<file path="src/rtl/ripple_cnt_sched.sv">
// ripple_cnt_sched: arbitrates two delay requesters onto one shared external
// 4-bit ripple counter. The granted requester's length is run as a sequence
// of count ticks; after each tick the counter is given SETTLE cycles to ripple
// and is then compared against an internal shadow count. A mismatch or a
// withdrawn request aborts the transaction. All outputs are registered from
// the next-state decode so they line up with the state they belong to.
module ripple_cnt_sched #(
    parameter int SETTLE = 2
) (
    input  logic       clk,
    input  logic       rst,
    input  logic [1:0] req,
    input  logic [3:0] len0,
    input  logic [3:0] len1,
    input  logic [3:0] cnt_q,
    output logic [1:0] gnt,
    output logic [1:0] done,
    output logic       err,
    output logic       busy,
    output logic       cnt_rst,
    output logic       cnt_tick
);

    typedef enum logic [2:0] {
        IDLE,
        CLR,
        TICK,
        WAIT,
        DONE,
        ABORT
    } state_t;

    // Index of the last WAIT cycle; the counter is only trusted there.
    localparam logic [2:0] WAIT_LAST = 3'(SETTLE - 1);

    state_t     state;
    state_t     state_nxt;
    logic [1:0] gnt_nxt;
    logic       mismatch;
    logic       withdrawn;
    logic [3:0] tgt;
    logic [3:0] sh;
    logic [2:0] wcnt;
    logic       ptr;    // 1 = requester 1 wins a tie, 0 = requester 0 wins

    // The granted requester dropping its level request ends the transaction.
    assign withdrawn = |(gnt & ~req);

    // Next-state and next-grant decode.
    always_comb begin
        state_nxt = state;
        gnt_nxt   = gnt;
        mismatch  = 1'b0;
        case (state)
            IDLE: begin
                case (req)
                    2'b01:   gnt_nxt = 2'b01;
                    2'b10:   gnt_nxt = 2'b10;
                    2'b11:   gnt_nxt = ptr ? 2'b10 : 2'b01;
                    default: gnt_nxt = 2'b00;
                endcase
                if (|req) begin
                    state_nxt = CLR;
                end
            end
            CLR: begin
                if (withdrawn) begin
                    state_nxt = ABORT;
                end else if (tgt != 4'd0) begin
                    state_nxt = TICK;
                end else begin
                    state_nxt = DONE;
                end
            end
            TICK: begin
                state_nxt = withdrawn ? ABORT : WAIT;
            end
            WAIT: begin
                if (withdrawn) begin
                    state_nxt = ABORT;
                end else if (wcnt == WAIT_LAST) begin
                    if (cnt_q != sh) begin
                        state_nxt = ABORT;
                        mismatch  = 1'b1;
                    end else if (sh == tgt) begin
                        state_nxt = DONE;
                    end else begin
                        state_nxt = TICK;
                    end
                end
            end
            DONE, ABORT: begin
                state_nxt = IDLE;
                gnt_nxt   = 2'b00;
            end
            default: begin
                state_nxt = IDLE;
                gnt_nxt   = 2'b00;
            end
        endcase
    end

    // State register.
    always_ff @(posedge clk or posedge rst) begin
        if (rst) begin
            state <= IDLE;
        end else begin
            state <= state_nxt;
        end
    end

    // Registered outputs, decoded from the state being entered.
    always_ff @(posedge clk or posedge rst) begin
        if (rst) begin
            gnt      <= 2'b00;
            done     <= 2'b00;
            err      <= 1'b0;
            busy     <= 1'b0;
            cnt_tick <= 1'b0;
            cnt_rst  <= 1'b1;
        end else begin
            gnt      <= gnt_nxt;
            done     <= (state_nxt == DONE) ? gnt_nxt : 2'b00;
            err      <= mismatch;
            busy     <= (state_nxt != IDLE);
            cnt_tick <= (state_nxt == TICK);
            cnt_rst  <= (state_nxt == CLR) || (state_nxt == ABORT);
        end
    end

    // Target latch, shadow count and settle-wait counter.
    always_ff @(posedge clk or posedge rst) begin
        if (rst) begin
            tgt  <= 4'd0;
            sh   <= 4'd0;
            wcnt <= 3'd0;
        end else begin
            if ((state == IDLE) && (state_nxt == CLR)) begin
                tgt <= gnt_nxt[1] ? len1 : len0;
                sh  <= 4'd0;
            end else if (state == TICK) begin
                sh <= sh + 4'd1;
            end
            if (state == WAIT) begin
                wcnt <= wcnt + 3'd1;
            end else begin
                wcnt <= 3'd0;
            end
        end
    end

    // Round-robin pointer moves to the other requester when a grant ends.
    always_ff @(posedge clk or posedge rst) begin
        if (rst) begin
            ptr <= 1'b0;
        end else if ((state == DONE) || (state == ABORT)) begin
            ptr <= ~gnt[1];
        end
    end

endmodule

</file>
<file path="config.mk">
export PLATFORM = sky130hd
export DESIGN_NAME = ripple_cnt_sched
export DESIGN_NICKNAME = d
export VERILOG_FILES = /design/src/rtl/ripple_cnt_sched.sv
export SDC_FILE = /design/constraint.sdc
export NUM_CORES = 1
export LEC_CHECK = 0
export BUFFER_PORTS_ARGS = -buffer_cell sky130_fd_sc_hd__buf_2
export CORE_ASPECT_RATIO = 1.25
export CORE_MARGIN = 2
export CORE_UTILIZATION = 40
export CTS_BUF_LIST = sky130_fd_sc_hd__clkbuf_2 sky130_fd_sc_hd__clkbuf_4 sky130_fd_sc_hd__clkbuf_8
export DETAILED_ROUTE_END_ITERATION = 12
export HOLD_SLACK_MARGIN = 0.12
export PLACE_DENSITY = 0.61
export SYNTH_ARGS = -nofsm -noshare
export SYNTH_HDL_FRONTEND = slang
export SYNTH_SLANG_ARGS = --single-unit
</file>
<file path="constraint.sdc">
create_clock -name clk -period 1.7 [get_ports clk]
set_clock_uncertainty 0.15 [all_clocks]
set_input_delay 0.34 -clock clk [delete_from_list [all_inputs] [get_ports clk]]
set_output_delay 0.34 -clock clk [all_outputs]
set_load 0.02 [all_outputs]
</file>
==> flow_metrics.tcl <==
set metrics [dict create \
    drive_gt1_share_pct 42.60 \
    ys_seq_elements 23 \
    area_growth_pct 35.74 \
    p_leak_nw 0.7844 \
    grt_start_max_net_pins 14 \
    gr-usage-all-layers_pct 18.00 \
    hpwl_mm 1.964 \
    ff2ff_setup_slack_ns -0.06 \
    setup_viol 2 \
    timing.hold.ws_ns 0.1350 \
    rsz0062_at_grt "yes" \
    cts-buffers-inserted 3 \
    die_y_um 66.06 \
    diodes 0 \
    final_cells 205 \
    max_cap_viol_count 0 \
    grt_pass1_vias 1108 \
    final_util_pct 56.80 \
    cp.required_ns 1.75 \
    vdd_ir_drop_max_mv 0.8664 \
    postSynthAreaPerCell_um2 10.36 \
    syn_nets 138 \
    overflow 0 \
    die-area_um2 3544 \
    worstPathArrival_ns 1.81 \
    synthArstFlopShare_pct 100.0 \
    power_density_nw_per_um2 1691 \
    drtAntennaViolNets 0 \
    coreArea_um2 2945 \
    cp_max_fo 3 \
    synth_area_um2 1232 \
    slew_viol_final 0 \
    drc 0 \
    min_path_cells 3 \
    postLayoutSetupSlackWorst_ns -0.05921 \
    drtIter0Drc 8 \
    rows 22 \
    htree_num_levels 1 \
    power.total_mw 2.830 \
    clockBufferDepth 2 \
    die_w_um 53.65 \
    numPortBuffers 23 \
    synth_cells 119 \
    wl_per_cell_um 12.52 \
    slew_headroom_pct 67.61 \
    violations "setup timing" \
    min_path_type "primary input to register" \
    grt_pass1_wl_mm 4.657 \
    status "complete, but fails checks" \
    finalHoldViolCount 0 \
    ys_seq_area_share_pct 46.80 \
    cts_tree "yes" \
    ys_warn_count 0 \
    clk_pin_slew_ns 0.12 \
    ios 24 \
    initial_core_util_pct 41.84 \
    fin_crit_ns 1.759 \
    synth_top_area_cell "dfrtp_1" \
    place_inst 193 \
    cts-root-buf "clkbuf_4" \
    synth_edf_count 0 \
    cts_sinks 23 \
    yosys.area.top_type_share_pct 44.67 \
    antenna_found_initial 0 \
    reg2reg_depth 4 \
    preCtsSetupSlack_ns -0.07967 \
    viasPerCell 4.961 \
    finalWeightedCongestion 0.8017 \
    synth.distinct_cells 38 \
    drt-total-wl_mm 2.566 \
    tightest_slew_ns 0.4854 \
    dr_total_vias 1017 \
    synth_ff_type "dfrtp_1" \
    num-nets-final 189 \
    clkLatencyLatePin_ns 0.30 \
    crit_type "register to register" \
    dr.pass1.iters 4 \
    fin_crit_sh_pct 103.5 \
    cp-end-kind "register" \
    post-synth-top-count-cell "dfrtp_1" \
    max_freq_mhz 568.4 \
    crit_path_start_kind "register" \
    synth_commonest_cells "dfrtp_1, nor2_1, inv_1" \
    synth_area_leaders "dfrtp_1, nor2_1, xor2_1, xnor2_1, ha_1" \
]
-- what timing repair did --
item | CTS | global route
endpoints found under the hold margin | 12 | 0
hold buffers | 3 | 0
setup buffers | 3 | 2
resized for setup | 2 | 11
pin swaps | 5 | 6
setup endpoints to repair | 2 | 9
-- metrics by stage --
stage | TNS [ns] | area, um^2
2_1_floorplan | 0 | 1232
3_3_place_gp | -0.08592 | 1519
3_5_place_dp | -0.1458 | 1519
4_1_cts | -0.02398 | 1605
5_1_grt | -0.4866 | 1673
6_report | -0.06189 | 1673
-- critical path, stage by stage, from the launching register on --
cell       delay, ns
dfrtp_1         0.41
or4_4           0.56
nor2_4          0.12
o21ai_4         0.08
a2111oi_4       0.33
-- final cells by class --
cell class	instances	area (um^2)
multi-input combinational	83	648.1
timing repair buffer	51	340.3
clock buffer	4	30.03
fill	253	1272
inverter	8	30.03
sequential	23	579.3
tap	36	45.04
-- sequential cells by signal, summed over array words and instances, names as in the netlist, 2 cells and up --
| signal | count |
|---|---|
| sh | 4 |
| tgt | 4 |
| state | 3 |
| done | 2 |
| wcnt | 3 |
| gnt | 2 |
-- placed cells by master, fill, tap and decap left out, drive strengths merged, types with 4 or more instances in the layout --
cell,netlist,layout
a21oi,6,6
buf,5,48
clkbuf,0,4
dfrtp,22,22
inv,8,8
nand2,5,5
nand2b,5,5
nor2,17,17
o21ai,6,6
o31a,4,4
xnor2,5,5
xor2,6,6
-- kinds of logic after synthesis --
kind of cell | Yosys count | synth area share [%]
and+or+nand+nor | 40 | 18.68
AOI/OAI and AO/OA | 27 | 17.56
DFF | 23 | 46.80
buffers and inverters | 13 | 4.365
xor gates and xnor gates | 11 | 7.817
adders and majority gates | 3 | 3.046
muxes | 2 | 1.726
-- routing by layer --
layer  track usage (%)  vias to the layer above  wire, um
met3             2.036                        4        49
met4             8.013                        0        47
met2             31.79                       15      1370
met5                 0                        -         0
met1             21.18                      488      1099
li1                  -                      510         -
-- where the power goes --
| part | internal [mW] | leakage, nW | switching (mW) |
|---|---|---|---|
| Combinational | 0.820 | 0.482 | 0.813 |
| Sequential | 0.761 | 0.284 | 0.177 |
| Clock | 0.107 | 0.0184 | 0.150 |
-- final timing paths --
kind	endpoint	startpoint
min in group asynchronous	done[0]$_DFF_PP0_	rst
worst min register to register	wcnt[0]$_DFF_PP0_	wcnt[0]$_DFF_PP0_
worst max-delay path	done[1]$_DFF_PP0_	tgt[0]$_DFFE_PP0P_
worst min-delay path	tgt[2]$_DFFE_PP0P_	len0[2]
max in group asynchronous	sh[1]$_DFFE_PP0P_	rst
worst max register to register	done[1]$_DFF_PP0_	tgt[0]$_DFFE_PP0P_
(Power assumes the default switching activity.)
